## src/rtl/pbl_defs.sv

```systemverilog
// Shared definitions for the naval-battle board: geometry, phase codes
// and the game controller state encoding.
package pbl_defs;

    localparam int N_LIN  = 7;
    localparam int N_COL  = 5;
    localparam int N_CELL = 35;
    localparam int IDX_W  = 6;

    localparam logic [1:0] PH_SETUP  = 2'b00;
    localparam logic [1:0] PH_ATTACK = 2'b01;
    localparam logic [1:0] PH_WIN    = 2'b10;
    localparam logic [1:0] PH_LOSE   = 2'b11;

    typedef enum logic [2:0] {
        ST_SETUP  = 3'd0,
        ST_ATTACK = 3'd1,
        ST_CHECK  = 3'd2,
        ST_WIN    = 3'd3,
        ST_LOSE   = 3'd4
    } state_t;

endpackage

```

## src/rtl/modulo_controle_jogo_if.sv

```systemverilog
// Board-side bundle of the game controller: button/tick inputs, coordinates,
// matrix contents, and the strobes, events and counters it produces.
// master = board/stimulus side, slave = controller side.
interface modulo_controle_jogo_if
    import pbl_defs::*;
#(
    parameter int SHOT_W = 6
);

    logic                tick;
    logic                btn_fire;
    logic                btn_start;
    logic [2:0]          coord_lin;
    logic [2:0]          coord_col;
    logic [N_CELL-1:0]   pos_map;
    logic [N_CELL-1:0]   atk_map;

    logic [1:0]          phase;
    logic                po_we;
    logic                atk_we;
    logic [IDX_W-1:0]    atk_idx;
    logic                atk_clr;
    logic                hit;
    logic                miss;
    logic                ev_repeat;
    logic                ev_err;
    logic [SHOT_W-1:0]   shots_left;
    logic [5:0]          hits;
    logic [5:0]          targets;

    modport master (
        output tick, btn_fire, btn_start, coord_lin, coord_col, pos_map, atk_map,
        input  phase, po_we, atk_we, atk_idx, atk_clr, hit, miss,
               ev_repeat, ev_err, shots_left, hits, targets
    );

    modport slave (
        input  tick, btn_fire, btn_start, coord_lin, coord_col, pos_map, atk_map,
        output phase, po_we, atk_we, atk_idx, atk_clr, hit, miss,
               ev_repeat, ev_err, shots_left, hits, targets
    );

endinterface

```

## src/rtl/modulo_debounce.sv

```systemverilog
// Button debouncer: 2-FF synchroniser, tick-paced stability counter and a
// one-cycle pulse on each rising edge of the debounced level.
module modulo_debounce #(
    parameter int TICKS = 20
) (
    input  logic clk,
    input  logic clr,
    input  logic tick,
    input  logic raw,
    output logic press
);

    localparam int CW = $clog2(TICKS + 1);

    logic          sync_a;
    logic          sync_b;
    logic          level;
    logic          level_d;
    logic [CW-1:0] cnt;

    // Synchronise the raw button and flip the level after TICKS stable ticks
    always_ff @(posedge clk or posedge clr) begin
        if (clr) begin
            sync_a  <= 1'b0;
            sync_b  <= 1'b0;
            level   <= 1'b0;
            level_d <= 1'b0;
            cnt     <= '0;
        end else begin
            sync_a  <= raw;
            sync_b  <= sync_a;
            level_d <= level;
            if (sync_b == level) begin
                cnt <= '0;
            end else if (tick) begin
                if (cnt == CW'(TICKS - 1)) begin
                    level <= ~level;
                    cnt   <= '0;
                end else begin
                    cnt <= cnt + 1'b1;
                end
            end
        end
    end

    assign press = level & ~level_d;

endmodule

```

## src/rtl/modulo_controle_jogo.sv

```systemverilog
// Game-phase controller for the naval-battle board: placement, attack and
// end-of-game sequencing, shot checking against the position map, and the
// shot/hit counters. Optional macro SCORE_BCD_EN presents shots_left and
// hits as two BCD digits {tens[1:0], units[3:0]} (MAX_SHOTS <= 39).
module modulo_controle_jogo
    import pbl_defs::*;
#(
    parameter int DEBOUNCE_TICKS = 20,
    parameter int MAX_SHOTS      = 15,
    parameter int SHOT_W         = 6
) (
    input  logic                  clk,
    input  logic                  clr,
    modulo_controle_jogo_if.slave bus
);

    localparam logic [SHOT_W-1:0] SHOT_MAX  = SHOT_W'(MAX_SHOTS);
    localparam logic [IDX_W-1:0]  LAST_CELL = IDX_W'(N_CELL - 1);

    logic              fire_p;
    logic              start_p;

    state_t            state;
    logic [1:0]        phase_r;
    logic              po_we_r;
    logic              atk_we_r;
    logic [IDX_W-1:0]  atk_idx_r;
    logic              atk_clr_r;
    logic              hit_r;
    logic              miss_r;
    logic              ev_repeat_r;
    logic              ev_err_r;
    logic [SHOT_W-1:0] shots_cnt;
    logic [5:0]        hits_cnt;
    logic [5:0]        targets_r;

    logic [5:0]        pop;
    logic [IDX_W-1:0]  cell_idx;
    logic              coord_ok;
    logic              atk_bit;
    logic              shot_hit;
    logic [5:0]        hits_next;
    logic [SHOT_W-1:0] shots_next;

    modulo_debounce #(.TICKS(DEBOUNCE_TICKS)) u_deb_fire (
        .clk   (clk),
        .clr   (clr),
        .tick  (bus.tick),
        .raw   (bus.btn_fire),
        .press (fire_p)
    );

    modulo_debounce #(.TICKS(DEBOUNCE_TICKS)) u_deb_start (
        .clk   (clk),
        .clr   (clr),
        .tick  (bus.tick),
        .raw   (bus.btn_start),
        .press (start_p)
    );

    // Number of occupied cells on the position map
    always_comb begin
        pop = '0;
        for (int i = 0; i < N_CELL; i++) begin
            pop = pop + 6'(bus.pos_map[i]);
        end
    end

    // Target cell decode and lookup of the already-attacked bit
    always_comb begin
        coord_ok = (bus.coord_lin <= 3'(N_LIN - 1)) && (bus.coord_col <= 3'(N_COL - 1));
        cell_idx = {3'b000, bus.coord_lin} * IDX_W'(N_COL) + {3'b000, bus.coord_col};
        atk_bit  = 1'b0;
        if (coord_ok) begin
            atk_bit = bus.atk_map[LAST_CELL - cell_idx];
        end
    end

    // Outcome of the shot being resolved in CHECK, with saturating counters
    always_comb begin
        shot_hit   = bus.pos_map[LAST_CELL - atk_idx_r];
        hits_next  = hits_cnt;
        shots_next = shots_cnt;
        if (shot_hit && (hits_cnt != 6'h3f)) begin
            hits_next = hits_cnt + 6'd1;
        end
        if (shots_cnt != '0) begin
            shots_next = shots_cnt - 1'b1;
        end
    end

    // Game sequencing FSM with registered strobes, events and counters
    always_ff @(posedge clk or posedge clr) begin
        if (clr) begin
            state       <= ST_SETUP;
            phase_r     <= PH_SETUP;
            po_we_r     <= 1'b0;
            atk_we_r    <= 1'b0;
            atk_idx_r   <= '0;
            atk_clr_r   <= 1'b0;
            hit_r       <= 1'b0;
            miss_r      <= 1'b0;
            ev_repeat_r <= 1'b0;
            ev_err_r    <= 1'b0;
            shots_cnt   <= SHOT_MAX;
            hits_cnt    <= '0;
            targets_r   <= '0;
        end else begin
            po_we_r     <= 1'b0;
            atk_we_r    <= 1'b0;
            atk_clr_r   <= 1'b0;
            ev_repeat_r <= 1'b0;
            ev_err_r    <= 1'b0;
            unique case (state)
                ST_SETUP: begin
                    if (start_p) begin
                        if (pop == '0) begin
                            ev_err_r <= 1'b1;
                        end else begin
                            targets_r <= pop;
                            hits_cnt  <= '0;
                            shots_cnt <= SHOT_MAX;
                            hit_r     <= 1'b0;
                            miss_r    <= 1'b0;
                            atk_clr_r <= 1'b1;
                            phase_r   <= PH_ATTACK;
                            state     <= ST_ATTACK;
                        end
                    end else if (fire_p) begin
                        po_we_r <= 1'b1;
                    end
                end
                ST_ATTACK: begin
                    if (start_p) begin
                        atk_clr_r <= 1'b1;
                        phase_r   <= PH_SETUP;
                        state     <= ST_SETUP;
                    end else if (fire_p) begin
                        if (!coord_ok) begin
                            ev_err_r <= 1'b1;
                        end else if (atk_bit) begin
                            ev_repeat_r <= 1'b1;
                        end else begin
                            atk_idx_r <= cell_idx;
                            atk_we_r  <= 1'b1;
                            state     <= ST_CHECK;
                        end
                    end
                end
                ST_CHECK: begin
                    shots_cnt <= shots_next;
                    hits_cnt  <= hits_next;
                    hit_r     <= shot_hit;
                    miss_r    <= ~shot_hit;
                    if (hits_next == targets_r) begin
                        phase_r <= PH_WIN;
                        state   <= ST_WIN;
                    end else if (shots_next == '0) begin
                        phase_r <= PH_LOSE;
                        state   <= ST_LOSE;
                    end else begin
                        state <= ST_ATTACK;
                    end
                end
                ST_WIN, ST_LOSE: begin
                    if (start_p) begin
                        atk_clr_r <= 1'b1;
                        shots_cnt <= SHOT_MAX;
                        hits_cnt  <= '0;
                        phase_r   <= PH_SETUP;
                        state     <= ST_SETUP;
                    end
                end
                default: begin
                    phase_r <= PH_SETUP;
                    state   <= ST_SETUP;
                end
            endcase
        end
    end

`ifdef SCORE_BCD_EN
    function automatic logic [5:0] to_bcd(input logic [5:0] v);
        return {2'(v / 6'd10), 4'(v % 6'd10)};
    endfunction

    assign bus.shots_left = SHOT_W'(to_bcd(6'(shots_cnt)));
    assign bus.hits       = to_bcd(hits_cnt);
`else
    assign bus.shots_left = shots_cnt;
    assign bus.hits       = hits_cnt;
`endif

    assign bus.phase     = phase_r;
    assign bus.po_we     = po_we_r;
    assign bus.atk_we    = atk_we_r;
    assign bus.atk_idx   = atk_idx_r;
    assign bus.atk_clr   = atk_clr_r;
    assign bus.hit       = hit_r;
    assign bus.miss      = miss_r;
    assign bus.ev_repeat = ev_repeat_r;
    assign bus.ev_err    = ev_err_r;
    assign bus.targets   = targets_r;

endmodule

```

## src/flat_wrapper.sv

```systemverilog
// flat-port wrapper written by rule: the top's interface ports become plain ports
module modulo_controle_jogo_flat import pbl_defs::*;
#(
    parameter int DEBOUNCE_TICKS = 20,
    parameter int MAX_SHOTS      = 15,
    parameter int SHOT_W         = 6
)
  (clk, clr, bus_tick, bus_btn_fire, bus_btn_start, bus_coord_lin, bus_coord_col, bus_pos_map, bus_atk_map, bus_phase, bus_po_we, bus_atk_we, bus_atk_idx, bus_atk_clr, bus_hit, bus_miss, bus_ev_repeat, bus_ev_err, bus_shots_left, bus_hits, bus_targets);
  modulo_controle_jogo_if #(.SHOT_W(SHOT_W)) bus_i ();
  input  logic clk;
  input  logic clr;
  input wire logic [$bits(bus_i.tick)-1:0] bus_tick;
  input wire logic [$bits(bus_i.btn_fire)-1:0] bus_btn_fire;
  input wire logic [$bits(bus_i.btn_start)-1:0] bus_btn_start;
  input wire logic [$bits(bus_i.coord_lin)-1:0] bus_coord_lin;
  input wire logic [$bits(bus_i.coord_col)-1:0] bus_coord_col;
  input wire logic [$bits(bus_i.pos_map)-1:0] bus_pos_map;
  input wire logic [$bits(bus_i.atk_map)-1:0] bus_atk_map;
  output wire logic [$bits(bus_i.phase)-1:0] bus_phase;
  output wire logic [$bits(bus_i.po_we)-1:0] bus_po_we;
  output wire logic [$bits(bus_i.atk_we)-1:0] bus_atk_we;
  output wire logic [$bits(bus_i.atk_idx)-1:0] bus_atk_idx;
  output wire logic [$bits(bus_i.atk_clr)-1:0] bus_atk_clr;
  output wire logic [$bits(bus_i.hit)-1:0] bus_hit;
  output wire logic [$bits(bus_i.miss)-1:0] bus_miss;
  output wire logic [$bits(bus_i.ev_repeat)-1:0] bus_ev_repeat;
  output wire logic [$bits(bus_i.ev_err)-1:0] bus_ev_err;
  output wire logic [$bits(bus_i.shots_left)-1:0] bus_shots_left;
  output wire logic [$bits(bus_i.hits)-1:0] bus_hits;
  output wire logic [$bits(bus_i.targets)-1:0] bus_targets;
  assign bus_i.tick = bus_tick;
  assign bus_i.btn_fire = bus_btn_fire;
  assign bus_i.btn_start = bus_btn_start;
  assign bus_i.coord_lin = bus_coord_lin;
  assign bus_i.coord_col = bus_coord_col;
  assign bus_i.pos_map = bus_pos_map;
  assign bus_i.atk_map = bus_atk_map;
  assign bus_phase = bus_i.phase;
  assign bus_po_we = bus_i.po_we;
  assign bus_atk_we = bus_i.atk_we;
  assign bus_atk_idx = bus_i.atk_idx;
  assign bus_atk_clr = bus_i.atk_clr;
  assign bus_hit = bus_i.hit;
  assign bus_miss = bus_i.miss;
  assign bus_ev_repeat = bus_i.ev_repeat;
  assign bus_ev_err = bus_i.ev_err;
  assign bus_shots_left = bus_i.shots_left;
  assign bus_hits = bus_i.hits;
  assign bus_targets = bus_i.targets;
  modulo_controle_jogo #(.DEBOUNCE_TICKS(DEBOUNCE_TICKS), .MAX_SHOTS(MAX_SHOTS), .SHOT_W(SHOT_W)) u_core (.clk(clk), .clr(clr), .bus(bus_i));
endmodule
```

## config.mk

```make
export PLATFORM = sky130hd
export DESIGN_NAME = modulo_controle_jogo_flat
export DESIGN_NICKNAME = d
export VERILOG_FILES = /design/src/rtl/pbl_defs.sv /design/src/rtl/modulo_controle_jogo_if.sv /design/src/rtl/modulo_debounce.sv /design/src/rtl/modulo_controle_jogo.sv /design/src/flat_wrapper.sv
export SDC_FILE = /design/constraint.sdc
export NUM_CORES = 1
export LEC_CHECK = 0
export CORE_ASPECT_RATIO = 1.5
export CORE_UTILIZATION = 51
export CTS_CLUSTER_DIAMETER = 50
export DETAILED_ROUTE_END_ITERATION = 10
export PLACE_DENSITY_LB_ADDON = 0.2
export SLEW_MARGIN = 20
export SYNTH_ARGS = -nofsm -noshare
export SYNTH_HDL_FRONTEND = slang
export SYNTH_SLANG_ARGS = --single-unit
```

## constraint.sdc

```tcl
create_clock -name clk -period 3.6 [get_ports clk]
set_input_delay 0.72 -clock clk [delete_from_list [all_inputs] [get_ports clk]]
set_output_delay 0.72 -clock clk [all_outputs]
set_load 0.1 [all_outputs]
```

Word-level counts from Yosys, hierarchy flattened
Cells that the tools add are included.
Widths: inputs -> output; s select.

word-level totals
  flip-flop bits (word level) = 54
  bits in latches = 0
  bits in writable memories = 0
  memory bits (read-only) = 0
  input bits = 81
  output and inout bits = 33
  memories = 0

cells by class
  $add $sub $neg = 41
  multiply operators = 1
  divide/modulo/power cells = 0
  $lt $le $gt $ge = 4
  equality and inequality tests = 18
  shifts and indexed selects = 0
  muxes and demuxes = 64
  bitwise gates (word level) = 12
  reduce and logical (&&, ||, !) cells = 20

operator list
  operator             count
  $add 6x1->6          33
  $mux 6               8
  $pmux 6 s3           2
  $mux 5               6
  $mux 3               9
  $mux 1               26
  $lt 6x7->1 const B   2
  $bmux 1 s6           2
  $logic_not 6->1      2
  $pmux 3 s4           1
  $reduce_and 3->1     4
  $sub 6x6->6 const A  2
  $add 5x1->5 const B  2
  $eq 5x5->1 const B   2
  $mux 2               5
  $not 1->1            10
  $ne 3x1->1 const B   3
  $pmux 1 s2           4
  $reduce_and 4->1     2
  $add 6x1->6 const B  1
  $add 6x3->6          1
  $eq 3x2->1 const B   2
  $eq 6x6->1           1
  $le 3x3->1 const B   2
  21 further kinds     28

Logic depth before layout (Yosys ltp)
Gate-level depths: netlist (run 1).

  depth in word-level cells = 38
  mapped depth = 20
  gate-level depth less buffers = 20

Hierarchy
Synthesis (run 1) repeated with hierarchy kept, for this count alone.

second synthesis, totals
  cell total of the unflattened synthesis = 510
  area total of the unflattened synthesis = 4887.2 µm²

modules (own cells, without submodules)
  module                instances  cells an instance  area each (µm²)  seq. area each (µm²)
  modulo_controle_jogo  1          442                4083.9           905.9
  modulo_debounce       2          34                 401.6            225.2

Worst setup path after synthesis (run 1)
Ideal clock, no wire load.

  path kind = in2reg
  from = in bus_pos_map[0]
  to = reg u_core.phase_r[1] (netlist: u_core.bus.phase[1])
  setup time = 125 ps
  data arrival time = 6092 ps
  data required time = 3475 ps
  path slack = -2617 ps
  cell stages on the path = 19
  path buffers = 0
  cell sequence = ha_1 > inv_1 > fa_1 > fa_1 > fa_1 > fa_1 > fa_1 > fa_1 > inv_1 > ha_1 > fa_1 > a21o_1 > a21oi_1 > a31o_2 > nand3_1 > o31a_1 > o32ai_1 > mux2_2 > o31a_1

on the way
  cells in the longest elaborated chain, start to end = 37

RTL lines
  what                               line                         text
  start, declared                    flat_wrapper.sv:17           input wire logic [$bits(bus_i.pos_map)-1:0] bus_pos_map;
  $add 1x1->2                        modulo_controle_jogo.sv:65   pop = pop + 6'(bus.pos_map[i]);
  $add 6x1->6 (33 in a row)          modulo_controle_jogo.sv:65
  $logic_not 6->1                    modulo_controle_jogo.sv:117  if (pop == '0) begin
  $ne 2x2->1 (no source line)        -
  $reduce_and 4->1 (no source line)  -
  end signal, assigned               modulo_controle_jogo.sv:96   phase_r <= PH_SETUP;
  end signal, assigned               modulo_controle_jogo.sv:126  phase_r <= PH_ATTACK;
  end signal, assigned               modulo_controle_jogo.sv:136  phase_r <= PH_SETUP;
  end, declared                      modulo_controle_jogo.sv:24   logic [1:0] phase_r;

Several ways; a longest one is shown, not always the timed one. The select of a mux whose other input is x is not followed.
A chain may end at the register's enable or synchronous reset.

Worst setup path after layout (run 1)
  from = in bus_pos_map[26]
  to = reg u_core.phase_r[1] (netlist: u_core.bus.phase[1])

on the way
  cells in the longest elaborated chain, start to end = 12

RTL lines
  what                               line
  $add 6x1->6 (9 in a row)           modulo_controle_jogo.sv:65
  $logic_not 6->1                    modulo_controle_jogo.sv:117
  $ne 2x2->1 (no source line)        -
  $reduce_and 4->1 (no source line)  -

Several ways; a longest one is shown, not always the timed one. The select of a mux whose other input is x is not followed.

==> results.txt, run 1 <==
- The run finished, with violations left.
- The final reports fail on negative setup slack.
* Slowest Stage Delay on Critical Path: 570 ps
- Highest-delay cell along the critical path: fa_1
- Row Count: 43
* Via count: 4257
* Global router's overall resource usage: 27.3%
* Post-layout worst setup margin: -2410 ps
- Leakage power: 3.09 nW
- Metal3 WL: 490 um
- Max VDD drop: 0.000908 V
* First-pass DRT Iterations: 5
* Hold path endpoint: u_core.u_deb_start.sync_b$_DFF_PP0_
* #FFs+latches synth: 54
* Number of standard cells after synthesis: 489
* Mean cell area of the mapped netlist: 9.82 um^2
- Of the synthesized area, sequential elements account for 28.2%.
- STA puts the critical path data required time at 3780 ps.
* Post-route core utilization: 72.4%
* Die area: 0.00982 mm^2
* R2R Path Start: u_core.bus.atk_idx[1]$_DFFE_PP0P_
* Crit-path most repeated cell: fa_1
- Placer's final routability congestion estimate: 0.914
* Half-perimeter wire length after detailed placement: 9.71 mm
* Count of boundary I/O pins: 114
* WL per Instance: 17.0 um
- The tree is rooted in a clkbuf_16.
- Source-to-sink clock delay at the later pin of the worst-skew pair: 290 ps
- After the first detailed-routing iteration, the DRC count stood at 178.
- Signal routing reaches up to met4.
* Fraction of the cycle the final worst path needs: 167%
* Number of global-route vias before repair: 4567
* Final Instance Area: 0.00666 mm^2
- Class of the worst hold path: reg -> reg
- The detailed router put a total of 4.80 mm of wire on met1.
* Largest net degree at the start of global routing: 39
- Cells on worst reg2reg path: 10
- The final max-slew violation count came to 0.
- Starting utilization of the core area: 52.2%
- The floorplan step defined a core boundary enclosing 0.00920 mm^2.
* Instance area after placement: 0.00626 mm^2
* TritonCTS clock tree: built
* Post-synthesis instance area: 0.00480 mm^2
- Counting every net in the synthesized netlist gives 623.
* Worst-margin pin slew: 988 ps
- Instance count along the most critical hold path: 0
- During synthesis, Yosys emitted a total of 0 warnings.
- Power density normalized to cell area: 796 mW/mm^2
- Ys async rst share: 100%
- In this run, CTS created clock tree buffers numbering 5.
- Post-route antenna net violation count: 0
* Setup CP Type: in -> reg
- Once placement completed, the tool counted placed cells totaling 731.
* Remaining max-slew budget at the tightest pin: 33.9%
- Final-report setup violation count: 25
- The number of antenna violations at the first check in global routing came to 0.
- Yosys mapped the design onto 64 distinct sky130hd cell types.
- Setup repair after global routing could not meet its margin everywhere.
- Of all nets on the critical path, the largest fanout is 2.
- Total design power: 0.00530 W
- Number of enable-type register cells in the synthesized netlist: 0
* Worst setup EP type: flop
- Die Width: 81.2 um
* FF-to-FF End: u_core.bus.phase[1]$_DFFE_PP0P_
* Critical path's top delay family: adder cells
* Maximum number of buffers from clock root to sink: 2
* # Max-Cap Violations: 0
* Die height: 121 um
- Crit-path cells: dlygate4sd2_1 > inv_2 > fa_1 > fa_2 > fa_2 > fa_1 > fa_1 > fa_1 > inv_2 > ha_4 > fa_2 > xor2_2 > nor3_2 > buf_4 > nand3_4 > o31a_1 > o32ai_4 > mux2_4 > o31a_1
- First-pass GRT wire length: 20.7 mm
* Filler cell count: 659
- Post-Route WL: 12.7 mm
- In this run, post-CTS hold repair placed 0 buffers.
- Across the routed clock network, the largest skew measured is 3.60 ps.
- The number of failing hold endpoints at the final stage came to 0.
* Count of buffer and inverter cells on the critical path: 4
- Fin cells: 750
- The startpoint identified for the worst hold timing path is u_core.u_deb_start.sync_a$_DFF_PP0_.
* Detailed route wirelength on metal2: 6.95 mm
* Startpoint type of the worst setup path: input port
- Area overhead of the layout relative to synthesis: 38.6%
- Via density per instance: 5.68
- Count of port buffers added during placement: 113
- DRC violation count after routing: 0
* Register-to-Register Setup Slack: 360 ps
- At the end of the flow, the number of nets in the layout was 772.
- Summed over all layers, the global routing overflow is 0.
- Inserted Diodes: 0
- Final worst hold slack: 359 ps
- Fraction of final layout cells sized beyond drive strength 1: 26.3%
* Predominant post-synthesis flop cell: dfrtp_1
- At the worst endpoint, the arrival time is 6190 ps.
* Final min period: 6010 ps
- The clock tree synthesis step divided the H-tree into 2 levels.
- Counting every sink on the clock net gives 54.
* Timing-limited maximum frequency: 166 MHz
- Clock-pin slew was measured on the worst setup and hold paths at 70 ps.
-- power by group --
group          switching (W)  internal (W)
registers          0.0000605      0.000632
clock network       0.000214      0.000344
logic                0.00205       0.00201
-- worst max path at each step --
stage / to / depth (start not counted) / from / slack [ps]
after global routing: u_core.bus.phase[0]$_DFFE_PP0P_ / 21 / bus_pos_map[1] / -2560
final: u_core.bus.phase[1]$_DFFE_PP0P_ / 19 / bus_pos_map[26] / -2410
after floorplan: u_core.bus.phase[1]$_DFFE_PP0P_ / 20 / bus_pos_map[1] / -2310
after CTS: u_core.bus.phase[1]$_DFFE_PP0P_ / 20 / bus_pos_map[0] / -2410
after detailed placement: u_core.bus.phase[1]$_DFFE_PP0P_ / 21 / bus_pos_map[0] / -3030
after global placement: u_core.bus.phase[1]$_DFFE_PP0P_ / 21 / bus_pos_map[0] / -2930
-- layout by cell type (no fill, tap or decap), types with 6 or more instances in the layout --
master and instances:
nand2_1 35, a21oi_1 24, nor2_1 29, o21ai_0 18, xnor2_1 14, nor3_1 11
clkbuf_2 8, inv_2 10, nor2b_1 7, mux4_2 15, buf_4 61, nand4_1 6
mux2i_1 10, inv_1 50, dfrtp_1 50, clkdlybuf4s50_1 75, fa_1 23, xor2_1 14
a21o_1 7, ha_1 19, nand3_1 17, dlygate4sd2_1 9, mux2_4 10
-- synth_stat cells (10+ instances only) --
| master | number | area, um^2 |
|---|---|---|
| mux4_2 | 15 | 338 |
| a21oi_1 | 27 | 135 |
| mux2_2 | 12 | 135 |
| o21ai_0 | 27 | 135 |
| nand3_1 | 19 | 95.1 |
| xor2_1 | 16 | 140 |
| mux2i_1 | 11 | 110 |
| nand2_1 | 35 | 131 |
| inv_1 | 60 | 225 |
| ha_1 | 25 | 313 |
| xnor2_1 | 14 | 123 |
| fa_1 | 28 | 561 |
| dfrtp_1 | 50 | 1250 |
| nor2_1 | 32 | 120 |
| clkbuf_1 | 10 | 37.5 |
| nor3_1 | 12 | 60.1 |
-- registers in the layout, indices dropped and copies added, names as in the netlist, 2 cells and up --
signal and flops:
u_core.bus.atk_idx 6, u_core.bus.hits 6, u_core.bus.phase 2, u_core.bus.shots_left 6, u_core.bus.targets 6, u_core.state 3
u_core.u_deb_fire.cnt 5, u_core.u_deb_start.cnt 5
-- per-stage QoR --
step                      setup TNS (ps)  setup slack [ps]
after floorplan                   -49070             -2310
after global placement            -71000             -2930
after detailed placement          -73930             -3030
after CTS                         -55370             -2410
after global routing              -59370             -2560
final                             -55320             -2410
-- metal layers --
metal	up-vias	global-route usage [%]
li1	2011	-
met1	2080	29.5
met2	129	49.7
met3	37	4.14
met4	0	14.0
met5	-	0
-- final cells by class --
cell class / count / area, um^2 / share of cell area, %
Tap cell: 112 / 140 / 2.10
Inverter: 60 / 225 / 3.38
Sequential cell: 54 / 1360 / 20.4
Multi-Input combinational cell: 356 / 3350 / 50.3
Clock buffer: 6 / 139 / 2.09
Clock inverter: 1 / 30.0 / 0.451
Timing Repair Buffer: 161 / 1420 / 21.3
-- cell families after synthesis --
| group | after synthesis | share of synthesized area (%) |
|---|---|---|
| adders and majority gates | 53 | 18.2 |
| and+or+nand+nor | 137 | 14.4 |
| xor gates and xnor gates | 30 | 5.47 |
| DFF | 54 | 28.2 |
| buffers and inverters | 79 | 7.29 |
| muxes | 40 | 13.0 |
| AOI/OAI and AO/OA | 96 | 13.4 |
-- repair_timing --
item | CTS | global route
hold endpoints to repair | 0 | 0
resized for setup | 56 | 43
setup buffers | 6 | 6
setup endpoints to repair | 33 | 32
pin swaps | 31 | 29
Power figures use the tool's default switching activity.
==> run 2: changes to the inputs <==
--- a/config.mk
+++ b/config.mk
@@ -9,6 +9,7 @@
 export CORE_UTILIZATION = 51
 export CTS_CLUSTER_DIAMETER = 50
 export DETAILED_ROUTE_END_ITERATION = 10
+export GPL_TIMING_DRIVEN = 1
 export PLACE_DENSITY_LB_ADDON = 0.2
 export SLEW_MARGIN = 20
 export SYNTH_ARGS = -nofsm -noshare
==> results of run 2 <==
No change in the layout: final DEF, timing and power equal those of run 1.
